--- config.mk ---
export PLATFORM = sky130hd
export DESIGN_NAME = ahb_lite_cmd_master
export DESIGN_NICKNAME = d
export VERILOG_FILES = /design/src/rtl/ahb_lite_cmd_master.sv
export SDC_FILE = /design/constraint.sdc
export NUM_CORES = 1
export LEC_CHECK = 0
export CORE_AREA = 2 2 100 126
export DETAILED_ROUTE_END_ITERATION = 10
export DIE_AREA = 0 0 102 128
export GPL_ROUTABILITY_DRIVEN = 1
export PLACE_DENSITY_LB_ADDON = 0.25
export SLEW_MARGIN = 20
export SYNTH_ARGS = -nofsm -noshare
export SYNTH_HDL_FRONTEND = slang
export SYNTH_SLANG_ARGS = --single-unit
--- constraint.sdc ---
create_clock -name clock -period 5.7 [get_ports clock]
set_clock_uncertainty 0.15 [all_clocks]
set_input_delay 1.14 -clock clock [delete_from_list [all_inputs] [get_ports clock]]
set_output_delay 1.14 -clock clock [all_outputs]
set_load 0.01 [all_outputs]
--- src/rtl/ahb_lite_cmd_master.sv ---
// AHB-Lite initiator: valid/ready command stream to pipelined NONSEQ transfers.
// Optional stall timeout: define AHB_LITE_CMD_MASTER_TIMEOUT_EN.
module ahb_lite_cmd_master #(
  parameter int ADDR_W         = 31,
  parameter int DATA_W         = 32,
  parameter int TIMEOUT_CYCLES = 256
) (
  input  logic              clock,
  input  logic              reset,
  input  logic              cmd_valid,
  output logic              cmd_ready,
  input  logic              cmd_write,
  input  logic [2:0]        cmd_size,
  input  logic [ADDR_W-1:0] cmd_addr,
  input  logic [DATA_W-1:0] cmd_wdata,
  output logic              rsp_valid,
  output logic [DATA_W-1:0] rsp_rdata,
  output logic              rsp_err,
  output logic              hung,
  output logic [1:0]        io_ahb_0_htrans,
  output logic [2:0]        io_ahb_0_hsize,
  output logic              io_ahb_0_hwrite,
  output logic [ADDR_W-1:0] io_ahb_0_haddr,
  output logic [DATA_W-1:0] io_ahb_0_hwdata,
  input  logic              io_ahb_0_hready,
  input  logic              io_ahb_0_hresp,
  input  logic [DATA_W-1:0] io_ahb_0_hrdata
);

  localparam logic [1:0] HTRANS_IDLE   = 2'b00;
  localparam logic [1:0] HTRANS_NONSEQ = 2'b10;

  if (TIMEOUT_CYCLES < 1) begin : g_bad_timeout
    $error("TIMEOUT_CYCLES must be at least 1");
  end

  logic              ap_valid;
  logic              ap_write;
  logic [2:0]        ap_size;
  logic [ADDR_W-1:0] ap_addr;
  logic [DATA_W-1:0] ap_wdata;

  logic              dp_valid;
  logic              dp_write;
  logic [DATA_W-1:0] dp_wdata;

  logic accept;
  logic ap_done;
  logic dp_done;
  logic tmo_hit;
  logic tmo_pend;

  assign cmd_ready = !hung && (!ap_valid || io_ahb_0_hready);
  assign accept    = cmd_valid && cmd_ready;
  assign ap_done   = ap_valid && io_ahb_0_hready;
  assign dp_done   = dp_valid && io_ahb_0_hready;

  assign io_ahb_0_htrans = ap_valid ? HTRANS_NONSEQ : HTRANS_IDLE;
  assign io_ahb_0_hsize  = ap_size;
  assign io_ahb_0_hwrite = ap_write;
  assign io_ahb_0_haddr  = ap_addr;
  assign io_ahb_0_hwdata = dp_wdata;

`ifdef AHB_LITE_CMD_MASTER_TIMEOUT_EN
  localparam int CW = $clog2(TIMEOUT_CYCLES + 1);

  logic [CW-1:0] tmo_cnt;
  logic          hung_q;

  assign tmo_hit = dp_valid && !io_ahb_0_hready
                && (tmo_cnt == CW'(TIMEOUT_CYCLES - 1));
  assign hung    = hung_q;

  // A command taken in the timeout cycle itself still owes a response.
  always_ff @(posedge clock or posedge reset) begin
    if (reset) begin
      tmo_cnt  <= '0;
      tmo_pend <= 1'b0;
      hung_q   <= 1'b0;
    end else begin
      tmo_pend <= tmo_hit && (ap_valid || accept);
      if (tmo_hit)
        hung_q <= 1'b1;
      if (io_ahb_0_hready)
        tmo_cnt <= '0;
      else if (dp_valid)
        tmo_cnt <= tmo_cnt + CW'(1);
    end
  end
`else
  assign tmo_hit  = 1'b0;
  assign tmo_pend = 1'b0;
  assign hung     = 1'b0;
`endif

  always_ff @(posedge clock or posedge reset) begin
    if (reset) begin
      ap_valid  <= 1'b0;
      ap_write  <= 1'b0;
      ap_size   <= '0;
      ap_addr   <= '0;
      ap_wdata  <= '0;
      dp_valid  <= 1'b0;
      dp_write  <= 1'b0;
      dp_wdata  <= '0;
      rsp_valid <= 1'b0;
      rsp_rdata <= '0;
      rsp_err   <= 1'b0;
    end else begin
      rsp_valid <= dp_done;
      rsp_err   <= dp_done && io_ahb_0_hresp;
      rsp_rdata <= (dp_done && !dp_write) ? io_ahb_0_hrdata : '0;

      if (accept) begin
        ap_valid <= 1'b1;
        ap_write <= cmd_write;
        ap_size  <= cmd_size;
        ap_addr  <= cmd_addr;
        ap_wdata <= cmd_wdata;
      end else if (ap_done) begin
        ap_valid <= 1'b0;
      end

      if (ap_done) begin
        dp_valid <= 1'b1;
        dp_write <= ap_write;
        dp_wdata <= ap_wdata;
      end else if (dp_done) begin
        dp_valid <= 1'b0;
      end

      if (tmo_hit) begin
        ap_valid <= 1'b0;
        dp_valid <= 1'b0;
      end

      if (tmo_hit || tmo_pend) begin
        rsp_valid <= 1'b1;
        rsp_err   <= 1'b1;
        rsp_rdata <= '0;
      end
    end
  end

endmodule

==> impl_metrics.xml, run 1 <==
<?xml version="1.0" encoding="UTF-8"?>
<metrics>
  <group name="clocking">
    <metric name="cts-root-to-sink-buffers" unit="">2</metric>
    <metric name="ctsRootBufferMaster" unit="">sky130_fd_sc_hd__clkbuf_16</metric>
    <metric name="cts_resized" unit="">0</metric>
    <metric name="cts_num_sinks" unit="">136</metric>
    <metric name="cts.repair_timing.setup_buffer_count" unit="">0</metric>
    <metric name="post_cts_hold_buffer_count" unit="">0</metric>
    <metric name="ctsHtreeMaxLevel" unit="">4</metric>
    <metric name="cts_tree" unit="">built</metric>
    <metric name="clk_latency" unit="ps">400</metric>
    <metric name="cts.reportedPaths.clkPinSlew" unit="ps">50</metric>
    <metric name="cts_made_buffers" unit="">17</metric>
  </group>
  <group name="die">
    <metric name="fp.coreArea" unit="um2">11900</metric>
    <metric name="floorplan.io_pins" unit="">209</metric>
    <metric name="dieArea" unit="um2">13100</metric>
    <metric name="die_height" unit="um">128</metric>
    <metric name="placementRows" unit="">45</metric>
    <metric name="die_width" unit="um">102</metric>
    <metric name="initial_core_util" unit="">0.420</metric>
  </group>
  <group name="pwr">
    <metric name="max-vdd-ir-drop" unit="uV">217</metric>
    <metric name="power_density" unit="nW/um2">366</metric>
    <metric name="leakage" unit="nW">3.45</metric>
  </group>
  <group name="global_route">
    <metric name="track_usage" unit="">0.163</metric>
    <metric name="grt_max_degree" unit="">99</metric>
    <metric name="grt_antenna_before_repair" unit="">0</metric>
    <metric name="grt_pass1_vias" unit="">3384</metric>
    <metric name="overflow" unit="">0</metric>
    <metric name="grt_first_pass_wirelength" unit="um">16300</metric>
  </group>
  <group name="job">
    <metric name="drv_cap" unit="">0</metric>
  </group>
  <group name="yosys">
    <metric name="avgSynthCellArea" unit="um2">17.0</metric>
    <metric name="synth_common_cells" unit="">sky130_fd_sc_hd__dfrtp_1, sky130_fd_sc_hd__mux2_2, sky130_fd_sc_hd__and2_1</metric>
    <metric name="synthDominantCellAreaShare" unit="">0.679</metric>
    <metric name="yosys_warnings" unit="">0</metric>
    <metric name="synth_area_leaders" unit="">sky130_fd_sc_hd__dfrtp_1, sky130_fd_sc_hd__mux2_2, sky130_fd_sc_hd__mux2_4</metric>
    <metric name="postSynth.asyncResetShare" unit="">1.00</metric>
    <metric name="synth_area" unit="um2">5010</metric>
    <metric name="synthesis.instances" unit="">295</metric>
    <metric name="synth_enable_flop_cells" unit="">0</metric>
    <metric name="seq_area_frac_synth" unit="">0.679</metric>
    <metric name="postSynthRegisterBits" unit="">136</metric>
    <metric name="largest_area_contributor_in_the_synthesized_netlist" unit="">sky130_fd_sc_hd__dfrtp_1</metric>
    <metric name="ys_dominant_reg_cell" unit="">sky130_fd_sc_hd__dfrtp_1</metric>
    <metric name="synth_most_common_cell" unit="">sky130_fd_sc_hd__dfrtp_1</metric>
    <metric name="synth.lib_cells_used.distinct" unit="">17</metric>
  </group>
  <group name="critical_path">
    <metric name="crit_type" unit="">input port to output port</metric>
    <metric name="end_kind" unit="">output port</metric>
    <metric name="largest_fanout_on_the_critical_path" unit="">5</metric>
    <metric name="reg2reg_depth" unit="">3</metric>
    <metric name="critical_path_arrival" unit="ps">2410</metric>
    <metric name="r2r_start" unit="">ap_valid</metric>
    <metric name="r2r_end" unit="">ap_wdata[17]</metric>
    <metric name="worstPathRequired" unit="ps">4410</metric>
    <metric name="critPathLaunchType" unit="">input port</metric>
    <metric name="ff2ff_setup_slack" unit="ps">3690</metric>
  </group>
  <group name="cells_and_area">
    <metric name="layout.filler_cells" unit="">915</metric>
    <metric name="layout-drive-gt1-share" unit="">0.262</metric>
    <metric name="area.growth.synth_to_final" unit="%">56.1</metric>
    <metric name="design_area" unit="um2">7830</metric>
    <metric name="nNetsFinal" unit="">611</metric>
    <metric name="antenna_cells_inserted" unit="">0</metric>
  </group>
  <group name="placed_design">
    <metric name="gp_routability_congestion" unit="">0.690</metric>
    <metric name="detailed_place.area" unit="um2">7200</metric>
    <metric name="hpwlAfterDp" unit="um">7400</metric>
    <metric name="io_buffer_count" unit="">206</metric>
  </group>
  <group name="route">
    <metric name="routed-via-count" unit="">3104</metric>
    <metric name="detail_route.first_pass.iterations" unit="">4</metric>
    <metric name="drc_errors" unit="">0</metric>
    <metric name="postRouteWirelength" unit="um">10500</metric>
    <metric name="drtAntennaViolNets" unit="">0</metric>
    <metric name="wire_per_inst" unit="um">15.4</metric>
    <metric name="vias_per_cell" unit="">4.54</metric>
    <metric name="drtIter0Drc" unit="">64</metric>
  </group>
  <group name="status">
    <metric name="status" unit="">completed</metric>
  </group>
  <group name="min_path">
    <metric name="min_path_cells" unit="">1</metric>
    <metric name="timing.hold.worst.class" unit="">flop to flop</metric>
    <metric name="min-delay-start" unit="">ap_wdata[14]</metric>
    <metric name="min_delay_worst_endpoint" unit="">io_ahb_0_hwdata[14]</metric>
  </group>
  <group name="timing">
    <metric name="rsz0062_at_grt" unit="">no</metric>
    <metric name="worst_slew_pin_slew" unit="ps">1080</metric>
    <metric name="setup_violations" unit="">0</metric>
    <metric name="timing.final.crit_share" unit="">0.649</metric>
    <metric name="timing.slew.headroom" unit="">0.282</metric>
    <metric name="finalWorstPathRequiredPeriod" unit="ps">3700</metric>
    <metric name="setup_total_negative_slack" unit="ps">0</metric>
    <metric name="timing.final.hold_violations" unit="">0</metric>
    <metric name="finalMaxSlewViolations" unit="">0</metric>
    <metric name="max_freq" unit="GHz">0.270</metric>
  </group>
</metrics>
-- stage by stage --
stage	util	instances	setup WS (ps)	power [mW]	hold WS, ps
2_1_floorplan	-	296	771	1.43	322
3_3_place_gp	0.603	652	1990	1.75	331
3_5_place_dp	0.603	652	1990	1.77	340
4_1_cts	0.656	684	1990	2.91	352
5_1_grt	0.656	684	1940	2.99	363
6_report	0.656	684	2000	2.86	348
-- worst max-delay path, cell delays in order --
cell	delay (ps)
sky130_fd_sc_hd__clkdlybuf4s50_1	510
sky130_fd_sc_hd__nand2b_2	180
sky130_fd_sc_hd__clkdlybuf4s50_1	570
-- kinds of logic after synthesis --
logic type      after synthesis  synth area share
buf+inv                      18            0.0232
compound gates                1          0.000998
other cells                   1          0.000748
mux                         100             0.247
simple gates                 39            0.0489
flops                       136             0.679
-- cell type report --
| type | instances | area (um2) | share of cell area |
|---|---|---|---|
| Tap cell | 164 | 205 | 0.0262 |
| Multi-Input combinational cell | 142 | 1500 | 0.192 |
| Inverter | 2 | 12.5 | 0.00160 |
| Clock buffer | 22 | 484 | 0.0619 |
| Timing Repair Buffer | 208 | 2080 | 0.265 |
| Sequential cell | 136 | 3400 | 0.435 |
| Clock inverter | 10 | 141 | 0.0181 |
-- worst max-delay path by stage --
stage	startpoint	endpoint	slack, ps	cells past startpoint
finish	io_ahb_0_hready	cmd_ready	2000	3
floorplan	reset	ap_valid	770	1
detailed placement	io_ahb_0_hready	cmd_ready	1990	3
global route	io_ahb_0_hready	cmd_ready	1940	3
CTS	io_ahb_0_hready	cmd_ready	1990	3
global placement	io_ahb_0_hready	cmd_ready	1990	3
-- power breakdown --
part / switching, mW / internal, mW
Clock: 0.385 / 0.736
Sequential: 0.0677 / 1.11
Combinational: 0.193 / 0.373
Total: 0.646 / 2.22
-- per-layer routing --
metal	track usage	share of wire	wire length (um)
met1	0.172	0.37	3910
met2	0.283	0.52	5450
met3	0.0742	0.090	949
met4	0.0627	0.018	190
met5	0	0	0
-- flip-flops by register name (all words and copies together) (netlist names) --
name	cells
ap_wdata	32
io_ahb_0_hwdata	32
rsp_rdata	32
io_ahb_0_haddr	31
io_ahb_0_hsize	3
ap_valid	1
dp_valid	1
dp_write	1
io_ahb_0_hwrite	1
rsp_err	1
rsp_valid	1
-- layout by cell type (no fill, tap or decap), drive strengths merged --
master           n
inv              3
conb             2
mux2           100
nand2b           2
o21ai            1
clkdlybuf4s50  206
nand2            2
clkinv           4
clkinvlp         2
and2b            1
clkbuf          22
buf              2
dfrtp          136
and2            33
bufinv           3
and3             1
(Power assumes the default switching activity.)
==> inputs of run 2 (changes only) <==
==> constraint.sdc (replaced) <==
create_clock -name clock -period 3.8 [get_ports clock]
set_clock_uncertainty 0.15 [all_clocks]
set_input_delay 0.76 -clock clock [delete_from_list [all_inputs] [get_ports clock]]
set_output_delay 0.76 -clock clock [all_outputs]
set_load 0.01 [all_outputs]
==> run 2 against run 1 <==
Non-clock buffer count rose by 3. Highest routed layer unchanged. Clock power rose by 47%. Die area did not move. Sequential power rose by 50%. Total power rose by 49%. Utilization rose by 0.28 points. Wire length rose by 2.0%. Count of clock-buffer cells in the layout fell by 4.
==> impl_metrics.xml, run 2 (synthesis gave the netlist of run 1 again) <==
<?xml version="1.0" encoding="UTF-8"?>
<metrics>
  <group name="timing">
    <metric name="timing.final.crit_share" unit="">0.779</metric>
    <metric name="setup_violations" unit="">0</metric>
    <metric name="timing.slew.headroom" unit="">0.524</metric>
    <metric name="setup_total_negative_slack" unit="ps">0</metric>
    <metric name="finalMaxSlewViolations" unit="">0</metric>
    <metric name="rsz0062_at_grt" unit="">no</metric>
    <metric name="finalWorstPathRequiredPeriod" unit="ps">2960</metric>
    <metric name="worst_slew_pin_slew" unit="ps">715</metric>
    <metric name="timing.final.hold_violations" unit="">0</metric>
    <metric name="finalWorstSetupSlack" unit="ps">840</metric>
    <metric name="final.hold.worst_slack" unit="ps">348</metric>
    <metric name="max_freq" unit="GHz">0.338</metric>
  </group>
  <group name="min_path">
    <metric name="min-delay-start" unit="">ap_wdata[14]</metric>
    <metric name="timing.hold.worst.class" unit="">flop to flop</metric>
  </group>
  <group name="cells_and_area">
    <metric name="most-common-layout-cells" unit="">sky130_fd_sc_hd__clkdlybuf4s50_1, sky130_fd_sc_hd__dfrtp_1, sky130_fd_sc_hd__mux2_2</metric>
    <metric name="layout-drive-gt1-share" unit="">0.266</metric>
    <metric name="most_common_library_cell_in_the_layout_ignoring_fill_and_taps" unit="">sky130_fd_sc_hd__clkdlybuf4s50_1</metric>
    <metric name="layout.filler_cells" unit="">896</metric>
    <metric name="area.growth.synth_to_final" unit="%">56.8</metric>
    <metric name="antenna_cells_inserted" unit="">0</metric>
    <metric name="fin_util" unit="">0.658</metric>
    <metric name="nNetsFinal" unit="">614</metric>
    <metric name="fin_cells" unit="">687</metric>
    <metric name="design_area" unit="um2">7860</metric>
  </group>
  <group name="route">
    <metric name="postRouteWirelength" unit="um">10700</metric>
    <metric name="drtAntennaViolNets" unit="">0</metric>
    <metric name="routed-via-count" unit="">3104</metric>
    <metric name="detail_route.first_pass.iterations" unit="">4</metric>
    <metric name="wire_per_inst" unit="um">15.6</metric>
    <metric name="drtIter0Drc" unit="">63</metric>
    <metric name="vias_per_cell" unit="">4.52</metric>
    <metric name="drc_errors" unit="">0</metric>
  </group>
  <group name="pwr">
    <metric name="cell_internal_pwr" unit="mW">3.26</metric>
    <metric name="net-switching-power" unit="mW">1.01</metric>
    <metric name="leakage" unit="nW">3.46</metric>
    <metric name="power.share.sequential" unit="">0.414</metric>
    <metric name="total_power" unit="mW">4.27</metric>
    <metric name="power_density" unit="nW/um2">543</metric>
    <metric name="sw_frac_of_total" unit="">0.236</metric>
    <metric name="pwr-share-clk" unit="">0.386</metric>
    <metric name="pwr-share-comb" unit="">0.200</metric>
    <metric name="max-vdd-ir-drop" unit="uV">333</metric>
  </group>
  <group name="placed_design">
    <metric name="hpwlAfterDp" unit="um">7530</metric>
    <metric name="gp_routability_congestion" unit="">0.731</metric>
    <metric name="detailed_place.area" unit="um2">7260</metric>
    <metric name="io_buffer_count" unit="">206</metric>
    <metric name="dp_slack" unit="ps">825</metric>
    <metric name="numPlacedInstances" unit="">655</metric>
  </group>
  <group name="clocking">
    <metric name="cts_num_sinks" unit="">136</metric>
    <metric name="ctsRootBufferMaster" unit="">sky130_fd_sc_hd__clkbuf_16</metric>
    <metric name="ctsHtreeMaxLevel" unit="">4</metric>
    <metric name="cts_resized" unit="">0</metric>
    <metric name="cts_made_buffers" unit="">17</metric>
    <metric name="clk_latency" unit="ps">400</metric>
    <metric name="cts-root-to-sink-buffers" unit="">2</metric>
    <metric name="cts.repair_timing.setup_buffer_count" unit="">0</metric>
    <metric name="post_cts_hold_buffer_count" unit="">0</metric>
    <metric name="cts.reportedPaths.clkPinSlew" unit="ps">60</metric>
    <metric name="cts_tree" unit="">built</metric>
  </group>
  <group name="die">
    <metric name="dieArea" unit="um2">13100</metric>
    <metric name="placementRows" unit="">45</metric>
    <metric name="initial_core_util" unit="">0.420</metric>
    <metric name="floorplan.io_pins" unit="">209</metric>
    <metric name="fp.coreArea" unit="um2">11900</metric>
    <metric name="die_height" unit="um">128</metric>
    <metric name="die_width" unit="um">102</metric>
  </group>
  <group name="critical_path">
    <metric name="crit_type" unit="">input port to output port</metric>
    <metric name="reg2reg_depth" unit="">4</metric>
    <metric name="critical_path_arrival" unit="ps">2050</metric>
    <metric name="worstPathRequired" unit="ps">2890</metric>
    <metric name="ff2ff_setup_slack" unit="ps">1950</metric>
    <metric name="r2r_end" unit="">ap_wdata[17]</metric>
    <metric name="cp-startpoint" unit="">io_ahb_0_hready</metric>
    <metric name="end_kind" unit="">output port</metric>
    <metric name="r2r_start" unit="">ap_valid</metric>
    <metric name="critPathCapture" unit="">cmd_ready</metric>
    <metric name="largest_fanout_on_the_critical_path" unit="">5</metric>
    <metric name="critPathLaunchType" unit="">input port</metric>
  </group>
  <group name="global_route">
    <metric name="grt_pass1_vias" unit="">3358</metric>
    <metric name="grt_max_degree" unit="">64</metric>
    <metric name="grt_first_pass_wirelength" unit="um">16800</metric>
    <metric name="grt_antenna_before_repair" unit="">0</metric>
    <metric name="overflow" unit="">0</metric>
    <metric name="track_usage" unit="">0.169</metric>
  </group>
  <group name="job">
    <metric name="drv_cap" unit="">0</metric>
  </group>
  <group name="status">
    <metric name="status" unit="">completed</metric>
  </group>
</metrics>
[run 2: changes by cell type in the layout (fill, tap and decap cells not counted), sizes merged]
cell and change:
clkbuf -4, inv +1, clkinv +1, buf +3, clkinvlp +2
[run 2: area by class of cell]
| cell class | count | area (um2) | area share |
|---|---|---|---|
| inverter | 2 | 11.3 | 0.00143 |
| sequential | 136 | 3400 | 0.433 |
| multi-input combinational | 142 | 1500 | 0.191 |
| timing repair buffer | 211 | 2140 | 0.272 |
| clock buffer | 18 | 429 | 0.0546 |
| tap | 164 | 205 | 0.0261 |
| clock inverter | 14 | 171 | 0.0218 |
[run 2: worst min path at each step]
stage | endpoint | cells after the start
after detailed placement | dp_write | 1
after global routing | io_ahb_0_hwdata[19] | 1
after CTS | dp_write | 1
after floorplan | dp_write | 1
after global placement | io_ahb_0_hwdata[3] | 1
final | io_ahb_0_hwdata[14] | 1
[run 2: routing by layer]
metal,global-route usage,vias to the layer above,part of all wire
met5,0,-,0
met4,0.0643,0,0.010
met2,0.277,137,0.50
met3,0.0692,8,0.093
met1,0.196,1539,0.40
li1,-,1420,-
[run 2: power groups by stage]
stage	registers [mW]	logic (mW)	clock network, mW
3_5_place_dp	1.79	0.862	0
2_1_floorplan	1.85	0.296	0
6_report	1.77	0.853	1.65
5_1_grt	1.79	0.914	1.75
4_1_cts	1.77	0.869	1.68
3_3_place_gp	1.78	0.847	0
[run 2: critical path: stages]
cell	delay (ps)
sky130_fd_sc_hd__clkdlybuf4s50_1	540
sky130_fd_sc_hd__nand2b_2	190
sky130_fd_sc_hd__clkdlybuf4s50_1	560
==> inputs of run 3 (changes only) <==
==> constraint.sdc (replaced) <==
create_clock -name clock -period 2.9 [get_ports clock]
set_clock_uncertainty 0.15 [all_clocks]
set_input_delay 0.58 -clock clock [delete_from_list [all_inputs] [get_ports clock]]
set_output_delay 0.58 -clock clock [all_outputs]
set_load 0.01 [all_outputs]
==> run 3 against run 2 <==
Non-clock buffer count up 2. Hold slack got worse by 2.3 ps. Critical path depth did not move. Utilization fell by 0.35 points. Count of clock-buffer cells in the layout is 8 higher. Sequential cell count stayed put. Wire length fell by 1.7%. Sequential share of layout area is 0.23 points higher. Clock power rose by 18%. Register-to-register slack got worse by 710 ps. Combinational power grew 31%. Cell count is 0.15% lower.
==> impl_metrics.xml, run 3 (synthesis gave the netlist of run 1 again) <==
<?xml version="1.0" encoding="UTF-8"?>
<metrics>
  <group name="die">
    <metric name="placementRows" unit="">45</metric>
    <metric name="initial_core_util" unit="">0.420</metric>
    <metric name="floorplan.io_pins" unit="">209</metric>
    <metric name="fp.coreArea" unit="um2">11900</metric>
    <metric name="die_height" unit="um">128</metric>
    <metric name="die_width" unit="um">102</metric>
    <metric name="dieArea" unit="um2">13100</metric>
  </group>
  <group name="timing">
    <metric name="finalWorstPathRequiredPeriod" unit="ps">2580</metric>
    <metric name="rsz0062_at_grt" unit="">no</metric>
    <metric name="max_freq" unit="GHz">0.388</metric>
    <metric name="final.hold.worst_slack" unit="ps">346</metric>
    <metric name="timing.final.crit_share" unit="">0.889</metric>
    <metric name="finalMaxSlewViolations" unit="">0</metric>
    <metric name="setup_violations" unit="">0</metric>
    <metric name="worst_slew_pin_slew" unit="ps">740</metric>
    <metric name="timing.final.hold_violations" unit="">0</metric>
    <metric name="setup_total_negative_slack" unit="ps">0</metric>
    <metric name="timing.slew.headroom" unit="">0.507</metric>
  </group>
  <group name="route">
    <metric name="routed-via-count" unit="">3110</metric>
    <metric name="postRouteWirelength" unit="um">10500</metric>
    <metric name="detail_route.first_pass.iterations" unit="">4</metric>
    <metric name="drtIter0Drc" unit="">71</metric>
    <metric name="drtAntennaViolNets" unit="">0</metric>
    <metric name="drc_errors" unit="">0</metric>
    <metric name="vias_per_cell" unit="">4.53</metric>
    <metric name="wire_per_inst" unit="um">15.4</metric>
  </group>
  <group name="placed_design">
    <metric name="gp_routability_congestion" unit="">0.743</metric>
    <metric name="io_buffer_count" unit="">206</metric>
    <metric name="hpwlAfterDp" unit="um">7520</metric>
  </group>
  <group name="cells_and_area">
    <metric name="most-common-layout-cells" unit="">sky130_fd_sc_hd__clkdlybuf4s50_1, sky130_fd_sc_hd__dfrtp_1, sky130_fd_sc_hd__mux2_2</metric>
    <metric name="register_area" unit="um2">3400</metric>
    <metric name="fin_util" unit="">0.655</metric>
    <metric name="most_common_library_cell_in_the_layout_ignoring_fill_and_taps" unit="">sky130_fd_sc_hd__clkdlybuf4s50_1</metric>
    <metric name="area.growth.synth_to_final" unit="%">56.0</metric>
    <metric name="layout.filler_cells" unit="">884</metric>
    <metric name="antenna_cells_inserted" unit="">0</metric>
    <metric name="layout-drive-gt1-share" unit="">0.255</metric>
    <metric name="nNetsFinal" unit="">616</metric>
    <metric name="multi_input_area" unit="um2">1500</metric>
  </group>
  <group name="global_route">
    <metric name="overflow" unit="">0</metric>
    <metric name="track_usage" unit="">0.174</metric>
    <metric name="grt_max_degree" unit="">90</metric>
    <metric name="grt_antenna_before_repair" unit="">0</metric>
    <metric name="grt_first_pass_wirelength" unit="um">17100</metric>
    <metric name="grt_pass1_vias" unit="">3423</metric>
  </group>
  <group name="pwr">
    <metric name="leakage" unit="nW">3.44</metric>
    <metric name="max-vdd-ir-drop" unit="uV">371</metric>
    <metric name="power_density" unit="nW/um2">689</metric>
    <metric name="total_power" unit="mW">5.38</metric>
  </group>
  <group name="clocking">
    <metric name="post_cts_hold_buffer_count" unit="">0</metric>
    <metric name="cts_resized" unit="">0</metric>
    <metric name="cts.reportedPaths.clkPinSlew" unit="ps">50</metric>
    <metric name="clk_latency" unit="ps">410</metric>
    <metric name="ctsRootBufferMaster" unit="">sky130_fd_sc_hd__clkbuf_16</metric>
    <metric name="ctsHtreeMaxLevel" unit="">4</metric>
    <metric name="cts-root-to-sink-buffers" unit="">2</metric>
    <metric name="cts.repair_timing.setup_buffer_count" unit="">0</metric>
    <metric name="cts_tree" unit="">built</metric>
    <metric name="cts_made_buffers" unit="">17</metric>
    <metric name="cts_num_sinks" unit="">136</metric>
  </group>
  <group name="min_path">
    <metric name="min_path_cells" unit="">1</metric>
    <metric name="timing.hold.worst.class" unit="">flop to flop</metric>
  </group>
  <group name="critical_path">
    <metric name="worstPathCellList" unit="">clkdlybuf4s50_1 -&gt; nand2b_2 -&gt; clkdlybuf4s50_1</metric>
    <metric name="worstPathRequired" unit="ps">2170</metric>
    <metric name="crit_cells" unit="">3</metric>
    <metric name="critPathLaunchType" unit="">input port</metric>
    <metric name="reg2reg_depth" unit="">4</metric>
    <metric name="critical_path_arrival" unit="ps">1850</metric>
    <metric name="top_delay_family_on_crit_path" unit="">buffers and inverters</metric>
    <metric name="timing.critical_path.slowest_cell_delay" unit="ps">570</metric>
    <metric name="end_kind" unit="">output port</metric>
    <metric name="slowest_stage" unit="">sky130_fd_sc_hd__clkdlybuf4s50_1</metric>
    <metric name="cp_common_cell" unit="">sky130_fd_sc_hd__clkdlybuf4s50_1</metric>
    <metric name="largest_fanout_on_the_critical_path" unit="">5</metric>
    <metric name="worst-path-buf-inv" unit="">2</metric>
    <metric name="crit_type" unit="">input port to output port</metric>
  </group>
  <group name="status">
    <metric name="status" unit="">completed</metric>
  </group>
  <group name="job">
    <metric name="drv_cap" unit="">0</metric>
  </group>
</metrics>
==> run 3: metal layers <==
layer	wire, um	global-route usage	vias to the layer above
met2	5230	0.285	140
met4	261	0.0910	0
li1	-	-	1419
met1	4030	0.193	1534
met5	0	0	-
met3	1010	0.0698	17
==> run 3: through the flow <==
step	worst slack (ps)	cell area, um2	instances
2_1_floorplan	477	5020	296
3_3_place_gp	313	7290	657
3_5_place_dp	307	7290	657
4_1_cts	305	7820	686
5_1_grt	273	7820	686
6_report	322	7820	686
==> run 3: worst register-to-register path: stages (launching register included) <==
cell                       delay [ps]
sky130_fd_sc_hd__dfrtp_1          380
sky130_fd_sc_hd__nand2b_2         100
sky130_fd_sc_hd__nand2_4          300
sky130_fd_sc_hd__buf_4            270
sky130_fd_sc_hd__mux2_2           350
==> run 3: cell type report <==
class,count,share of cell area
repair buffers,213,0.277
clock inverters,3,0.00544
multi-input cells,142,0.192
clock buffers,26,0.0626
inverters,2,0.00144
well taps,164,0.0262
flip-flops and latches,136,0.435
==> run 3: report_power, final <==
group	switching (mW)	internal [mW]	total, mW
sequential	0.139	2.18	2.32
combinational	0.380	0.743	1.12
clock	0.710	1.23	1.94
total	1.23	4.15	5.38
==> run 3: path summary, 6_finish.rpt <==
kind,from,to,slack [ps]
max reg2reg,ap_valid,io_ahb_0_haddr[29],1240
min in group asynchronous,reset,rsp_rdata[31],460
max,io_ahb_0_hready,cmd_ready,320
max in group asynchronous,reset,io_ahb_0_haddr[17],1700
min reg2reg,ap_wdata[13],io_ahb_0_hwdata[13],350
min,ap_wdata[13],io_ahb_0_hwdata[13],350
